===== src/rtl/edge_encoder4to2.sv =====
// Encodes rising edges on four asynchronous event lines into 2-bit codes {b0,b1},
// buffering events as pending bits and presenting them through a valid/ready register.
module edge_encoder4to2 #(
  parameter int unsigned SYNC_STAGES = 2
) (
  input  logic clk,
  input  logic rst_n,
  input  logic d0,
  input  logic d1,
  input  logic d2,
  input  logic d3,
  output logic b0,
  output logic b1,
  output logic valid,
  input  logic ready,
  output logic overflow,
  input  logic clr_ovf
);

  localparam logic StEmpty = 1'b0;
  localparam logic StFull  = 1'b1;

  logic [3:0]                  d_in;
  logic [3:0][SYNC_STAGES-1:0] sync_q;
  logic [3:0]                  synced;
  logic [3:0]                  hist_q;
  logic [3:0]                  rise;

  logic [3:0] pending_q, pending_d;
  logic [3:0] grant;
  logic [1:0] grant_code;
  logic       load;
  logic       ovf_set;

  logic       state_q, state_d;
  logic [1:0] code_q, code_d;
  logic       ovf_q, ovf_d;

  assign d_in = {d3, d2, d1, d0};

  always_comb begin
    for (int i = 0; i < 4; i++) begin
      synced[i] = sync_q[i][SYNC_STAGES-1];
    end
  end

  // History resets to 0, so a line already high at reset release yields one event.
  assign rise = synced & ~hist_q;

  always_ff @(posedge clk or negedge rst_n) begin
    if (!rst_n) begin
      sync_q <= '0;
      hist_q <= '0;
    end else begin
      for (int i = 0; i < 4; i++) begin
        sync_q[i] <= (sync_q[i] << 1) | SYNC_STAGES'(d_in[i]);
      end
      hist_q <= synced;
    end
  end

  always_comb begin
    grant_code = 2'b00;
    if (pending_q[3]) begin
      grant_code = 2'b11;
    end else if (pending_q[2]) begin
      grant_code = 2'b10;
    end else if (pending_q[1]) begin
      grant_code = 2'b01;
    end
    load  = (state_q == StEmpty || ready) && (pending_q != 4'b0000);
    grant = load ? (4'b0001 << grant_code) : 4'b0000;
    // An edge on the line being granted this cycle re-arms it rather than merging.
    pending_d = (pending_q & ~grant) | rise;
    ovf_set   = |(rise & pending_q & ~grant);
  end

  always_comb begin
    state_d = state_q;
    code_d  = code_q;
    if (load) begin
      state_d = StFull;
      code_d  = grant_code;
    end else if (state_q == StFull && ready) begin
      state_d = StEmpty;
    end
    ovf_d = ovf_set | (ovf_q & ~clr_ovf);
  end

  always_ff @(posedge clk or negedge rst_n) begin
    if (!rst_n) begin
      pending_q <= '0;
      state_q   <= StEmpty;
      code_q    <= '0;
      ovf_q     <= 1'b0;
    end else begin
      pending_q <= pending_d;
      state_q   <= state_d;
      code_q    <= code_d;
      ovf_q     <= ovf_d;
    end
  end

  assign valid    = (state_q == StFull);
  assign b0       = code_q[1];
  assign b1       = code_q[0];
  assign overflow = ovf_q;

endmodule


===== config.mk =====
export PLATFORM = sky130hd
export DESIGN_NAME = edge_encoder4to2
export DESIGN_NICKNAME = d
export VERILOG_FILES = /design/src/rtl/edge_encoder4to2.sv
export SDC_FILE = /design/constraint.sdc
export NUM_CORES = 1
export LEC_CHECK = 0
export ABC_CLOCK_PERIOD_IN_PS = 1780
export CAP_MARGIN = 5
export CORE_MARGIN = 1.5
export CORE_UTILIZATION = 50
export CTS_BUF_LIST = sky130_fd_sc_hd__clkbuf_4 sky130_fd_sc_hd__clkbuf_8
export DETAILED_ROUTE_END_ITERATION = 10
export PLACE_DENSITY_LB_ADDON = 0.2
export SLEW_MARGIN = 20
export SYNTH_ARGS = -nofsm -noshare
export SYNTH_HDL_FRONTEND = slang
export SYNTH_SLANG_ARGS = --single-unit

===== constraint.sdc =====
create_clock -name clk -period 1.78 [get_ports clk]
set_input_delay 0.356 -clock clk [delete_from_list [all_inputs] [get_ports clk]]
set_output_delay 0.356 -clock clk [all_outputs]
set_load 0.01 [all_outputs]

==> results of run 1 <==
==> routing by layer <==
metal,global-route usage [%],wire (microns)
met5,0,0
met4,12.9,14
met3,5.00,45
met2,23.0,405
met1,18.3,406
==> cell families after synthesis <==
kind of cell	count (synthesis)	share of synthesized area [%]
buf+inv	3	1.64
compound gates	12	10.8
simple gates	17	14.6
flops	20	73.0
==> power groups by stage <==
| stage | Combinational (uW) | Clock (uW) | Sequential [uW] |
|---|---|---|---|
| 2_1_floorplan | 47.9 | 0 | 526 |
| 3_3_place_gp | 107 | 0 | 524 |
| 3_5_place_dp | 109 | 0 | 525 |
| 4_1_cts | 109 | 206 | 516 |
| 5_1_grt | 123 | 220 | 522 |
| 6_report | 106 | 190 | 515 |
==> sequential cells by signal (all words and copies together) (netlist names) <==
name / count
hist_q: 4
sync_q: 8
overflow: 1
valid: 1
pending_q: 4
code_q: 2
==> per-stage QoR <==
stage / hold slack (ns) / worst slack [ns] / area, sq um / util, %
5_1_grt: 0.368 / 0.111 / 845 / 65.7
3_3_place_gp: 0.333 / 0.327 / 822 / 64.0
2_1_floorplan: 0.0604 / 0.796 / 686 / -
3_5_place_dp: 0.338 / 0.289 / 822 / 64.0
4_1_cts: 0.361 / 0.161 / 845 / 65.7
6_report: 0.357 / 0.185 / 845 / 65.7
==> cells in the mapped netlist (all sizes together) <==
master,instances
a21oi,2
and2b,1
dfrtp,20
inv,3
nand2,5
nand2b,3
nand3,1
nand3b,1
nand4b,1
nor2,4
nor2b,1
o211ai,1
o21ai,7
o22ai,2
==> layout make-up <==
cell class                 instances  area, sq um  share of cell area (%)
inverter                           3         11.3                    1.33
timing repair buffer              12          118                    13.9
tap                               15         18.8                    2.22
multi-input combinational         29          174                    20.6
sequential                        20          500                    59.3
clock buffer                       3         22.5                    2.67
==> worst min path at each step <==
stage / start / end / slack, ns / cells past startpoint
6_report: sync_q[0] / sync_q[1] / 0.36 / 0
5_1_grt: sync_q[4] / sync_q[5] / 0.37 / 0
4_1_cts: sync_q[0] / sync_q[1] / 0.36 / 0
3_5_place_dp: sync_q[6] / sync_q[7] / 0.34 / 0
3_3_place_gp: sync_q[0] / sync_q[1] / 0.33 / 0
2_1_floorplan: rst_n / code_q[0] / 0.06 / 0
==> results.cfg, run 1 <==
[die]
core_sq_um = 1280
pin_count = 12
fp.dieW_microns = 40.0
dieArea_sq_um = 1600
fp.dieH_microns = 40.0
start_util_pct = 53.4
rows = 13

[job]
maxCapViolations = 0

[final_layout]
syn_to_final_growth_pct = 23.2
nFillCells = 107
antennaDiodeCount = 0
drive_above_1_share_pct = 13.4
final_cell_mix = dfrtp_1 (20), clkdlybuf4s50_1 (11), o21ai_0 (5)
num-nets-final = 77
final_cell_count_no_fill = 82
layout_commonest_cell = dfrtp_1

[logic_synthesis]
synth.distinct_cells = 19
syn-mean-instance-area_sq_um = 13.2
synth.yosys.seq_area_share_pct = 73.0
synth_top_area_share_pct = 73.0
netlist_instances = 52
netlist.top_cell.by_area = dfrtp_1
synth.area.top_cells = dfrtp_1 (73%), o21ai_0 (3.6%), nand2_1 (2.2%)
syn_area_sq_um = 686
yosys_warnings = 0
ys_ff_latch = 20
syn-num-nets = 60

[global_routing]
antenna_found_initial = 0
grt_pass1_wl_microns = 1510
grt_pass1_vias = 374
grt_max_degree = 21
grt_usage_pct = 15.6
grt_overflow = 0

[setup_path]
cp.required_ns = 1.42
worst-path-buf-inv = 1
r2r-end = overflow
max_stage_delay_ns = 0.55
cp.arrival_ns = 1.24
critPathLaunch = valid
setup.worst_path.class = register to output port
cp-start-kind = register
worst_setup_path_end_kind = output port
worst-path-stages = 1
critPathTopFamily = buffers and inverters
crit_path_end = valid
r2r_start = pending_q[3]
r2r_slack_ns = 0.74
rr_worst_depth = 4
critPathMaxFanout = 3
cpMaxStageDelayCell = clkdlybuf4s50_1
crit_chain = clkdlybuf4s50_1

[clocking]
holdBufCountCts = 0
cts_setup_buffers = 0
clk_latency_ns = 0.28
root_buffer = clkbuf_4
clk_path_buf_depth = 2
cts_resized = 0
cts_sinks = 20
clkTransAtPathRegs_ns = 0.09
cts.htree.levels = 1
cts_tree = done
cts_made_buffers = 3

[placement]
dp_cells = 79
portBuffers = 11
gp_congestion = 0.741
dpl.hpwl_microns = 673

[power]
combPwrFrac_pct = 13.1
p_leak_uw = 0.000370
powerDensity_nw_per_um2 = 961
pwr-share-clk_pct = 23.4
seqPwrFrac_pct = 63.5
vdd_drop_max_mv = 0.628
p_switching_uw = 183
swShare_pct = 22.6
power_uw = 812
p_int_uw = 629

[detailed_routing]
dr.pass1.iters = 1
dr.first_iter.drc_count = 0
ant_nets = 0
wl_per_cell_microns = 10.6
wirelength_microns = 872
vias = 412
drc_errors = 0
viasPerCell = 5.02

[timing]
clock.fmax_mhz = 627
tightest_slew_ns = 0.235
skew_ns = 0.00189
maxSlewViolCount = 0
slew_headroom_pct = 84.4
period_share_pct = 89.6
period_minus_slack_ns = 1.60
tns_ns = 0
rsz0062_at_grt = no
setup_viol = 0
hold_viol = 0

[run_status]
status = finished, final reports clean

[hold_path]
hp-class = register to register
Power figures use the tool's default switching activity.
==> run 2: changes to the inputs <==
Settings changed: ABC_AREA from default to 1.
==> results.cfg, run 2 <==
[timing]
slew_headroom_pct = 83.6
setup_viol = 0
rsz0062_at_grt = no
tns_ns = 0
period_share_pct = 88.0
skew_ns = 0.00321
tightest_slew_ns = 0.246
period_minus_slack_ns = 1.57
maxSlewViolCount = 0
hold_viol = 0
clock.fmax_mhz = 638

[global_routing]
grt_usage_pct = 14.5
antenna_found_initial = 0
grt_max_degree = 21
grt_pass1_wl_microns = 1390
grt_overflow = 0
grt_pass1_vias = 361

[setup_path]
critPathTopFamily = buffers and inverters
setup.worst_path.class = register to output port
worst-path-buf-inv = 1
crit_chain = clkdlybuf4s50_1
cp.arrival_ns = 1.21
worst_setup_path_end_kind = output port
max_stage_delay_ns = 0.54
cp.required_ns = 1.42
critPathMaxFanout = 3
cp-start-kind = register
cpMaxStageDelayCell = clkdlybuf4s50_1

[logic_synthesis]
synth.area.top_cells = dfrtp_1 (71%), nand2_1 (11%), inv_1 (5.3%)
synthAdderAreaFrac_pct = 0
synth_common_cells = nand2_1 (21), dfrtp_1 (20), inv_1 (10), nor2_1 (8)
synth_xor_area_share_pct = 0
yosysMostFrequentCell = nand2_1
synth_mux_area_share_pct = 0
synth.yosys.seq_area_share_pct = 70.5
synth.distinct_cells = 13
synth_compound_area_share_pct = 2.82
ys_ff_latch = 20
synth-simple-area-share_pct = 20.8
synthFlopType = dfrtp_1
synth-edff-count = 0
synth_top_area_share_pct = 70.5
netlist_instances = 70
yosys_warnings = 0
syn-num-nets = 78
async_flop_share_pct = 100
netlist.top_cell.by_area = dfrtp_1
syn-mean-instance-area_sq_um = 10.1
syn_area_sq_um = 709
synth_top_family_by_area = simple AND/OR/NAND/NOR gates

[detailed_routing]
dr.first_iter.drc_count = 4
ant_nets = 0
wirelength_microns = 994
viasPerCell = 4.64
wl_per_cell_microns = 9.84
dr.pass1.iters = 4
vias = 469
drc_errors = 0

[power]
seqPwrFrac_pct = 55.7
powerDensity_nw_per_um2 = 1110
combPwrFrac_pct = 18.3
swShare_pct = 26.2
p_leak_uw = 0.000453
vdd_drop_max_mv = 0.597
p_switching_uw = 255
pwr-share-clk_pct = 25.9
p_int_uw = 720

[clocking]
cts_setup_buffers = 0
cts.htree.levels = 1
root_buffer = clkbuf_4
cts_sinks = 20
cts_tree = done
cts_made_buffers = 3
cts_resized = 0
clk_latency_ns = 0.29
holdBufCountCts = 0
clk_path_buf_depth = 2
clkTransAtPathRegs_ns = 0.11

[run_status]
status = finished, final reports clean

[final_layout]
multiInputGateArea_sq_um = 168
largest_reg_flops = 8
regMostFlops = sync_q
syn_to_final_growth_pct = 24.3
num-nets-final = 95
antennaDiodeCount = 0
fin_area_sq_um = 882
top_regs = sync_q (8), hist_q (4), pending_q (4)
layout_commonest_cell = nand2_1
seqCellArea_sq_um = 500
final_cell_mix = nand2_1 (21), dfrtp_1 (20), clkdlybuf4s50_1 (11)
nFillCells = 105
final_util_pct = 67.0
drive_above_1_share_pct = 10.5

[die]
start_util_pct = 53.8
dieArea_sq_um = 1650
rows = 13
core_sq_um = 1320
fp.dieW_microns = 40.7
pin_count = 12
fp.dieH_microns = 40.7

[job]
maxCapViolations = 0

[placement]
portBuffers = 11
post_dp_cell_area_sq_um = 846
gp_congestion = 0.714
dpl.hpwl_microns = 754

[hold_path]
hp-class = register to register
run 2: per-layer routing:
layer / part of all wire, % / global-route usage, % / up-vias
li1: - / - / 243
met1: 45 / 13.3 / 210
met5: 0 / 0 / -
met2: 49 / 25.0 / 14
met3: 5.4 / 4.89 / 2
met4: 1.1 / 12.5 / 0
run 2: per-stage QoR:
step | power (uW) | setup WS (ns) | hold slack (ns) | instances
after floorplan | 645 | 0.825 | 0.0604 | 70
after global placement | 725 | 0.326 | 0.333 | 97
after detailed placement | 736 | 0.297 | 0.341 | 97
after CTS | 991 | 0.195 | 0.367 | 101
after global routing | 1030 | 0.148 | 0.370 | 101
final | 975 | 0.213 | 0.363 | 101
run 2: final timing paths:
| check | cells past startpoint | slack (ns) | startpoint | end |
|---|---|---|---|---|
| max | 1 | 0.21 | valid | valid |
| min | 0 | 0.36 | sync_q[4] | sync_q[5] |
| max reg2reg | 6 | 0.74 | pending_q[3] | overflow |
| min reg2reg | 0 | 0.36 | sync_q[4] | sync_q[5] |
| max in group asynchronous | 2 | 1.19 | rst_n | pending_q[2] |
| min in group asynchronous | 2 | 0.39 | rst_n | valid |
run 2: logic make-up after synthesis:
family / after synthesis
DFF: 20
AOI/OAI and AO/OA: 4
and+or+nand+nor: 35
buffers and inverters: 11
run 2: area by class of cell:
type	count	share of cell area, %
Sequential cell	20	56.7
Multi-Input combinational cell	39	19.0
Timing Repair Buffer	12	13.3
Inverter	11	4.68
Clock buffer	4	4.11
Tap cell	15	2.13
run 2: power groups by stage:
stage | clock network [uW] | registers [uW] | logic (uW)
2_1_floorplan | 0 | 556 | 88.4
5_1_grt | 273 | 551 | 206
3_3_place_gp | 0 | 548 | 177
4_1_cts | 264 | 545 | 182
6_report | 253 | 543 | 179
3_5_place_dp | 0 | 554 | 182
